### src/rtl/uart_cmd_pkg.sv
// Shared definitions for the UART command-frame transmitter: opcodes, command
// encodings, serialiser states and the parity helper.
package uart_cmd_pkg;

  localparam logic [7:0] CMD_REG_WR    = 8'hAA;
  localparam logic [7:0] CMD_REG_RD    = 8'hBB;
  localparam logic [7:0] CMD_ALU_W_OP  = 8'hCC;
  localparam logic [7:0] CMD_ALU_NO_OP = 8'hDD;

  typedef enum logic [1:0] {
    CT_REG_WR    = 2'd0,
    CT_REG_RD    = 2'd1,
    CT_ALU_W_OP  = 2'd2,
    CT_ALU_NO_OP = 2'd3
  } cmd_type_e;

  typedef enum logic [2:0] {
    ST_IDLE,
    ST_START,
    ST_DATA,
    ST_PARITY,
    ST_STOP,
    ST_GAP
  } state_e;

  // Even parity when odd_sel=0, odd parity when odd_sel=1.
  function automatic logic char_parity(input logic [7:0] b, input logic odd_sel);
    return (^b) ^ odd_sel;
  endfunction

endpackage

### src/rtl/uart_cmd_frame_tx_if.sv
// Command request handshake between a host and the UART command-frame
// transmitter.
interface uart_cmd_frame_tx_if #(
  parameter int DATA_WD = 8,
  parameter int ADDR_WD = 4,
  parameter int FUN_WD  = 4
) ();

  logic               cmd_valid;
  logic               cmd_ready;
  logic [1:0]         cmd_type;
  logic [ADDR_WD-1:0] cmd_addr;
  logic [DATA_WD-1:0] cmd_op_a;
  logic [DATA_WD-1:0] cmd_op_b;
  logic [FUN_WD-1:0]  cmd_fun;

  modport master (
    output cmd_valid, cmd_type, cmd_addr, cmd_op_a, cmd_op_b, cmd_fun,
    input  cmd_ready
  );

  modport slave (
    input  cmd_valid, cmd_type, cmd_addr, cmd_op_a, cmd_op_b, cmd_fun,
    output cmd_ready
  );

endinterface

### src/rtl/uart_cmd_frame_builder.sv
// Combinational frame builder: picks the byte at a given index of the latched
// command's frame and reports the frame length (2..4 bytes).
module uart_cmd_frame_builder
  import uart_cmd_pkg::*;
#(
  parameter int DATA_WD = 8,
  parameter int ADDR_WD = 4,
  parameter int FUN_WD  = 4
) (
  input  cmd_type_e          i_cmd_type,
  input  logic [ADDR_WD-1:0] i_addr,
  input  logic [DATA_WD-1:0] i_op_a,
  input  logic [DATA_WD-1:0] i_op_b,
  input  logic [FUN_WD-1:0]  i_fun,
  input  logic [1:0]         i_byte_idx,
  output logic [DATA_WD-1:0] o_byte,
  output logic [2:0]         o_len
);

  logic [DATA_WD-1:0] w_addr_ext;
  logic [DATA_WD-1:0] w_fun_ext;

  assign w_addr_ext = DATA_WD'(i_addr);
  assign w_fun_ext  = DATA_WD'(i_fun);

  // NOTE: every output gets a default first so no path leaves it unassigned,
  // which would otherwise infer a latch.
  always_comb begin
    o_byte = '0;
    o_len  = 3'd2;
    case (i_cmd_type)
      CT_REG_WR: begin
        o_len = 3'd3;
        case (i_byte_idx)
          2'd0:    o_byte = CMD_REG_WR;
          2'd1:    o_byte = w_addr_ext;
          default: o_byte = i_op_a;
        endcase
      end
      CT_REG_RD: begin
        o_len  = 3'd2;
        o_byte = (i_byte_idx == 2'd0) ? CMD_REG_RD : w_addr_ext;
      end
      CT_ALU_W_OP: begin
        o_len = 3'd4;
        case (i_byte_idx)
          2'd0:    o_byte = CMD_ALU_W_OP;
          2'd1:    o_byte = i_op_a;
          2'd2:    o_byte = i_op_b;
          default: o_byte = w_fun_ext;
        endcase
      end
      default: begin
        o_len  = 3'd2;
        o_byte = (i_byte_idx == 2'd0) ? CMD_ALU_NO_OP : w_fun_ext;
      end
    endcase
  end

endmodule

### src/rtl/uart_cmd_frame_tx.sv
// UART command-frame transmitter: latches one command per handshake and
// serialises its frame bytes (start, 8 data LSB-first, optional parity, stop, gap).
module uart_cmd_frame_tx
  import uart_cmd_pkg::*;
#(
  parameter int DATA_WD   = 8,
  parameter int ADDR_WD   = 4,
  parameter int FUN_WD    = 4,
  parameter int BITCNT_WD = 16,
  parameter int GAP_BITS  = 1
) (
  input  logic                 CLK,
  input  logic                 RST,
  uart_cmd_frame_tx_if.slave   cmd,
  input  logic                 par_en,
  input  logic                 par_typ,
  input  logic [BITCNT_WD-1:0] clks_per_bit,
  output logic                 tx_out,
  output logic                 busy,
  output logic                 byte_done,
  output logic                 frame_done
);

  localparam int              GAP_CW   = (GAP_BITS > 1) ? $clog2(GAP_BITS) : 1;
  localparam logic [GAP_CW-1:0] GAP_LAST = GAP_CW'((GAP_BITS > 0) ? GAP_BITS - 1 : 0);

  state_e               r_state;
  cmd_type_e            r_cmd_type;
  logic [ADDR_WD-1:0]   r_addr;
  logic [DATA_WD-1:0]   r_op_a;
  logic [DATA_WD-1:0]   r_op_b;
  logic [FUN_WD-1:0]    r_fun;
  logic                 r_par_en;
  logic                 r_par_typ;
  logic [BITCNT_WD-1:0] r_bit_last;
  logic [BITCNT_WD-1:0] r_tim;
  logic [2:0]           r_bit_cnt;
  logic [GAP_CW-1:0]    r_gap_cnt;
  logic [1:0]           r_byte_idx;
  logic                 r_tx;
  logic                 r_busy;
  logic                 r_frame_done;

  logic [DATA_WD-1:0]   w_byte;
  logic [2:0]           w_len;
  logic                 w_accept;
  logic                 w_tim_end;
  logic                 w_last_byte;
  logic                 w_char_end;

  uart_cmd_frame_builder #(
    .DATA_WD (DATA_WD),
    .ADDR_WD (ADDR_WD),
    .FUN_WD  (FUN_WD)
  ) u_builder (
    .i_cmd_type (r_cmd_type),
    .i_addr     (r_addr),
    .i_op_a     (r_op_a),
    .i_op_b     (r_op_b),
    .i_fun      (r_fun),
    .i_byte_idx (r_byte_idx),
    .o_byte     (w_byte),
    .o_len      (w_len)
  );

  assign w_accept    = (r_state == ST_IDLE) && cmd.cmd_valid;
  assign w_tim_end   = (r_tim == r_bit_last);
  assign w_last_byte = (r_byte_idx == 2'(w_len - 3'd1));
  assign w_char_end  = w_tim_end &&
                       (((r_state == ST_STOP) && (GAP_BITS == 0)) ||
                        ((r_state == ST_GAP) && (r_gap_cnt == GAP_LAST)));

  assign cmd.cmd_ready = (r_state == ST_IDLE);
  assign tx_out        = r_tx;
  assign busy          = r_busy;
  assign frame_done    = r_frame_done;
  assign byte_done     = (r_state == ST_STOP) && w_tim_end;

  // NOTE: sequential state uses non-blocking assignments only; later
  // assignments in the block override earlier ones within the same edge.
  always_ff @(posedge CLK or posedge RST) begin
    if (RST) begin
      r_state      <= ST_IDLE;
      r_cmd_type   <= CT_REG_WR;
      r_addr       <= '0;
      r_op_a       <= '0;
      r_op_b       <= '0;
      r_fun        <= '0;
      r_par_en     <= 1'b0;
      r_par_typ    <= 1'b0;
      r_bit_last   <= '0;
      r_tim        <= '0;
      r_bit_cnt    <= '0;
      r_gap_cnt    <= '0;
      r_byte_idx   <= '0;
      r_tx         <= 1'b1;
      r_busy       <= 1'b0;
      r_frame_done <= 1'b0;
    end else begin
      r_frame_done <= 1'b0;
      // Bit timer reloads at P-1 so it can never wrap.
      if (r_state != ST_IDLE) r_tim <= w_tim_end ? '0 : r_tim + 1'b1;

      case (r_state)
        ST_IDLE: if (w_accept) begin
          r_cmd_type <= cmd_type_e'(cmd.cmd_type);
          r_addr     <= cmd.cmd_addr;
          r_op_a     <= cmd.cmd_op_a;
          r_op_b     <= cmd.cmd_op_b;
          r_fun      <= cmd.cmd_fun;
          r_par_en   <= par_en;
          r_par_typ  <= par_typ;
          r_bit_last <= (clks_per_bit == '0) ? '0 : clks_per_bit - 1'b1;
          r_tim      <= '0;
          r_byte_idx <= '0;
          r_tx       <= 1'b0;
          r_busy     <= 1'b1;
          r_state    <= ST_START;
        end
        ST_START: if (w_tim_end) begin
          r_bit_cnt <= '0;
          r_tx      <= w_byte[0];
          r_state   <= ST_DATA;
        end
        ST_DATA: if (w_tim_end) begin
          if (r_bit_cnt == 3'd7) begin
            r_tx    <= r_par_en ? char_parity(w_byte, r_par_typ) : 1'b1;
            r_state <= r_par_en ? ST_PARITY : ST_STOP;
          end else begin
            r_bit_cnt <= r_bit_cnt + 3'd1;
            r_tx      <= w_byte[r_bit_cnt + 3'd1];
          end
        end
        ST_PARITY: if (w_tim_end) begin
          r_tx    <= 1'b1;
          r_state <= ST_STOP;
        end
        ST_STOP: if (w_tim_end && (GAP_BITS != 0)) begin
          r_gap_cnt <= '0;
          r_state   <= ST_GAP;
        end
        ST_GAP: if (w_tim_end) r_gap_cnt <= r_gap_cnt + 1'b1;
        default: r_state <= ST_IDLE;
      endcase

      // End of a character (stop or last gap bit): next byte or frame end.
      if (w_char_end) begin
        if (w_last_byte) begin
          r_busy       <= 1'b0;
          r_frame_done <= 1'b1;
          r_state      <= ST_IDLE;
        end else begin
          r_byte_idx <= r_byte_idx + 2'd1;
          r_tx       <= 1'b0;
          r_state    <= ST_START;
        end
      end
    end
  end

endmodule

### src/flat_wrapper.sv
// flat-port wrapper written by rule: the top's interface ports become plain ports
module uart_cmd_frame_tx_flat import uart_cmd_pkg::*;
#(
  parameter int DATA_WD   = 8,
  parameter int ADDR_WD   = 4,
  parameter int FUN_WD    = 4,
  parameter int BITCNT_WD = 16,
  parameter int GAP_BITS  = 1
)
  (CLK, RST, par_en, par_typ, clks_per_bit, tx_out, busy, byte_done, frame_done, cmd_cmd_valid, cmd_cmd_type, cmd_cmd_addr, cmd_cmd_op_a, cmd_cmd_op_b, cmd_cmd_fun, cmd_cmd_ready);
  uart_cmd_frame_tx_if #(.DATA_WD(DATA_WD), .ADDR_WD(ADDR_WD), .FUN_WD(FUN_WD)) cmd_i ();
  input  logic CLK;
  input  logic RST;
  input  logic par_en;
  input  logic par_typ;
  input  logic [BITCNT_WD-1:0] clks_per_bit;
  output logic tx_out;
  output logic busy;
  output logic byte_done;
  output logic frame_done;
  input wire logic [$bits(cmd_i.cmd_valid)-1:0] cmd_cmd_valid;
  input wire logic [$bits(cmd_i.cmd_type)-1:0] cmd_cmd_type;
  input wire logic [$bits(cmd_i.cmd_addr)-1:0] cmd_cmd_addr;
  input wire logic [$bits(cmd_i.cmd_op_a)-1:0] cmd_cmd_op_a;
  input wire logic [$bits(cmd_i.cmd_op_b)-1:0] cmd_cmd_op_b;
  input wire logic [$bits(cmd_i.cmd_fun)-1:0] cmd_cmd_fun;
  output wire logic [$bits(cmd_i.cmd_ready)-1:0] cmd_cmd_ready;
  assign cmd_i.cmd_valid = cmd_cmd_valid;
  assign cmd_i.cmd_type = cmd_cmd_type;
  assign cmd_i.cmd_addr = cmd_cmd_addr;
  assign cmd_i.cmd_op_a = cmd_cmd_op_a;
  assign cmd_i.cmd_op_b = cmd_cmd_op_b;
  assign cmd_i.cmd_fun = cmd_cmd_fun;
  assign cmd_cmd_ready = cmd_i.cmd_ready;
  uart_cmd_frame_tx #(.DATA_WD(DATA_WD), .ADDR_WD(ADDR_WD), .FUN_WD(FUN_WD), .BITCNT_WD(BITCNT_WD), .GAP_BITS(GAP_BITS)) u_core (.CLK(CLK), .RST(RST), .cmd(cmd_i), .par_en(par_en), .par_typ(par_typ), .clks_per_bit(clks_per_bit), .tx_out(tx_out), .busy(busy), .byte_done(byte_done), .frame_done(frame_done));
endmodule
### config.mk
export PLATFORM = sky130hd
export DESIGN_NAME = uart_cmd_frame_tx_flat
export DESIGN_NICKNAME = d
export VERILOG_FILES = /design/src/rtl/uart_cmd_pkg.sv /design/src/rtl/uart_cmd_frame_tx_if.sv /design/src/rtl/uart_cmd_frame_builder.sv /design/src/rtl/uart_cmd_frame_tx.sv /design/src/flat_wrapper.sv
export SDC_FILE = /design/constraint.sdc
export NUM_CORES = 1
export LEC_CHECK = 0
export BUFFER_PORTS_ARGS = -buffer_cell sky130_fd_sc_hd__buf_2
export CAP_MARGIN = 20
export CORE_UTILIZATION = 53
export DETAILED_ROUTE_END_ITERATION = 7
export PLACE_DENSITY_LB_ADDON = 0.08
export SLEW_MARGIN = 20
export SYNTH_ARGS = -nofsm -noshare
export SYNTH_HDL_FRONTEND = slang
export SYNTH_SLANG_ARGS = --single-unit
### constraint.sdc
create_clock -name CLK -period 2.45 [get_ports CLK]
set_input_delay 0.6125 -clock CLK [delete_from_list [all_inputs] [get_ports CLK]]
set_output_delay 0.6125 -clock CLK [all_outputs]
set_load 0.005 [all_outputs]
==> impl_metrics.env <==
export IMPL_syn_area_um2=4160
export IMPL_netlist_instances=432
export IMPL_synth_common_cells="dfrtp_1, nand2_1, nor2_1"
export IMPL_synthAdderAreaFrac=0.0240
export IMPL_syn_to_final_growth_pct=22.6
export IMPL_maxCapViolCount=0
export IMPL_skew_ns=0.00865
export IMPL_synth_top_area_frac=0.427
export IMPL_cts_path_max_buffers=2
export IMPL_synth_area_per_cell_um2=9.64
export IMPL_muxShareOfSynthArea=0.0881
export IMPL_layoutNonFillerInstCount=619
export IMPL_yosysMostFrequentCell="dfrtp_1"
export IMPL_grt_pass1_wl_mm=16.4
export IMPL_period_share=1.00
export IMPL_dp_hpwl_mm=7.04
export IMPL_firstDrtPassIters=5
export IMPL_grt_overflow=0
export IMPL_worst_slew_pin_slew_ns=0.669
export IMPL_min_period_ns=2.46
export IMPL_r2r_cells=10
export IMPL_die_h_um=90.6
export IMPL_layout_nets=572
export IMPL_antenna_found_initial=0
export IMPL_synthXorXnorAreaFrac=0.106
export IMPL_reg2reg_to="u_core.tx_out$_DFF_PP1_"
export IMPL_critPathRequiredTime_ns=1.84
export IMPL_end_kind="primary output"
export IMPL_violations="setup timing"
export IMPL_gr_usage_all_layers=0.252
export IMPL_rrSetupSlack_ns=0
export IMPL_clkLatencyLatePin_ns=0.35
export IMPL_vias=3479
export IMPL_cts_buffers=9
export IMPL_n_antenna_cell=0
export IMPL_synth_top_family_by_area="simple AND/OR/NAND/NOR gates"
export IMPL_start_kind="register"
export IMPL_synth_edff_count=0
export IMPL_arrival_ns=1.85
export IMPL_grt_pass1_vias=3522
export IMPL_dominantRegCellSynth="dfrtp_1"
export IMPL_synth_compound_area_share=0.124
export IMPL_final_layout_size_suffix_gt1_frac=0.288
export IMPL_io_pins=52
export IMPL_clk_pin_slew_ns=0.07
export IMPL_power_leakage_nw=2.32
export IMPL_io_buffer_count=51
export IMPL_path_max_fanout=3
export IMPL_setup_viol_count_final=2
export IMPL_slew_headroom=0.548
export IMPL_irDropWorstVdd_uv=246
export IMPL_core_um2=7410
export IMPL_syn_num_nets=487
export IMPL_max_freq_mhz=407
export IMPL_grt_max_degree=28
export IMPL_worstHoldPathType="in2async"
export IMPL_hold_viol=0
export IMPL_cts_tree="yes"
export IMPL_dieArea_um2=8210
export IMPL_gp_congestion=0.892
export IMPL_setup_ws_ns=-0.00974
export IMPL_rsz0062_at_grt="true"
export IMPL_synth_seq_cells=72
export IMPL_outcome="complete, but fails checks"
export IMPL_seq_area_frac_synth=0.433
export IMPL_synth_area_leaders="dfrtp_1, xnor2_1, mux2_1"
export IMPL_h_tree_depth=3
export IMPL_rr_startpoint="u_core.r_byte_idx[1]$_DFF_PP0_"
export IMPL_drc=0
export IMPL_async_flop_share=1.00
export IMPL_drtAntennaViolNets=0
export IMPL_drtIter0Drc=210
export IMPL_clockRootBuffer="clkbuf_8"
export IMPL_yosys_area_top_type="dfrtp_1"
export IMPL_ys_types=52
export IMPL_routed_via_density=5.62
export IMPL_wl_per_cell_um=15.4
export IMPL_wirelength_mm=9.55
export IMPL_synth_warnings=0
export IMPL_utilization=0.689
export IMPL_rows=31
export IMPL_worstSetupPathType="reg2out"
export IMPL_initial_core_util=0.562
export IMPL_synth_simple_area_share=0.192
export IMPL_slew_violations=0
export IMPL_clock_sinks=72
export IMPL_die_x_um=90.6
export IMPL_power_density_nw_per_um2=422
export IMPL_dp_cells=593
[stage by stage]
step           hold slack [ns]  total power, W  setup slack (ns)  cell area [um^2]  TNS, ns
2_1_floorplan            0.458         0.00125           0.00677              4170        0
3_3_place_gp             0.484         0.00131            0.0158              4730        0
3_5_place_dp             0.493         0.00131            -0.102              4730   -0.102
4_1_cts                  0.209         0.00218           -0.0374              5040  -0.0552
5_1_grt                  0.234         0.00223            -0.180              5100   -0.307
6_report                 0.215         0.00215          -0.00974              5100  -0.0130
[layout make-up]
type | count | area [um^2]
multi-input cells | 327 | 2330
clock buffers | 12 | 165
inverters | 12 | 45.0
repair buffers | 95 | 614
flip-flops and latches | 72 | 1810
well taps | 99 | 124
fillers | 566 | 2300
clock inverters | 2 | 15.0
[cell families after synthesis]
group / after synthesis
buf+inv: 33
simple gates: 157
mux: 33
fa+ha+maj: 8
xor+xnor: 49
compound gates: 80
flops: 72
[timing repair]
| action | 4_1_cts | 5_1_grt |
|---|---|---|
| hold buffers | 0 | 0 |
| endpoints found under the setup margin | 2 | 3 |
| resized for setup | 16 | 9 |
| setup buffers | 8 | 4 |
| pin swaps | 11 | 5 |
[cells in the final DEF (no fill, tap or decap), drive strengths merged, types with 8 or more instances in the layout]
| cell type | count |
|---|---|
| nand4 | 8 |
| nand2 | 44 |
| inv | 12 |
| buf | 95 |
| nand3b | 8 |
| o21ai | 32 |
| a21oi | 15 |
| nand3 | 11 |
| nor2b | 11 |
| ha | 8 |
| mux2 | 29 |
| xnor2 | 31 |
| nor2 | 32 |
| nor3 | 9 |
| clkbuf | 12 |
| xor2 | 17 |
| dfrtp | 71 |
[state kept, by name, summed over array words and instances (netlist names)]
signal and cells:
u_core.busy 1, u_core.r_bit_last 16, u_core.r_cmd_type 2, u_core.r_bit_cnt 3, u_core.r_state 3, u_core.r_op_a 8
u_core.frame_done 1, u_core.tx_out 1, u_core.r_fun 4, u_core.r_byte_idx 2, u_core.r_par_en 1, u_core.r_par_typ 1
u_core.r_op_b 8, u_core.r_tim 16, u_core.r_gap_cnt 1, u_core.r_addr 4
[worst max-delay path, stage by stage, from the launching register on]
cell and delay (ns):
dfrtp_1 0.42, xnor2_1 0.18, nand4_1 0.17, nor4_2 0.27, buf_4 0.18, nand3_4 0.07, nor2_2 0.08, buf_2 0.11
[worst max-delay path by stage]
stage                                         from                      end  depth (start not counted)
detailed placement  u_core.r_byte_idx[0]$_DFF_PP0_  u_core.tx_out$_DFF_PP1_                          9
global route        u_core.r_byte_idx[0]$_DFF_PP0_  u_core.tx_out$_DFF_PP1_                          8
global placement    u_core.r_byte_idx[0]$_DFF_PP0_  u_core.tx_out$_DFF_PP1_                          9
floorplan                                      RST    u_core.busy$_DFF_PP0_                          1
finish                   u_core.r_tim[7]$_DFF_PP0_                byte_done                          7
CTS                      u_core.r_tim[0]$_DFF_PP0_                byte_done                          7
[layer usage]
| metal | track usage | wire length (um) | vias to the layer above |
|---|---|---|---|
| met5 | 0 | 0 | - |
| met4 | 0.126 | 253 | 0 |
| met3 | 0.0345 | 279 | 24 |
| met2 | 0.449 | 5020 | 85 |
| met1 | 0.295 | 3990 | 1680 |
| li1 | - | - | 1690 |
[power by group]
part           total [W]  switching (W)  leakage [nW]  internal (W)
combinational  0.0000973      0.0000537          1.26     0.0000435
sequential       0.00119              0         0.969       0.00119
clock           0.000867       0.000427        0.0866      0.000439
total            0.00215       0.000481          2.32       0.00167
Power figures use the tool's default switching activity.
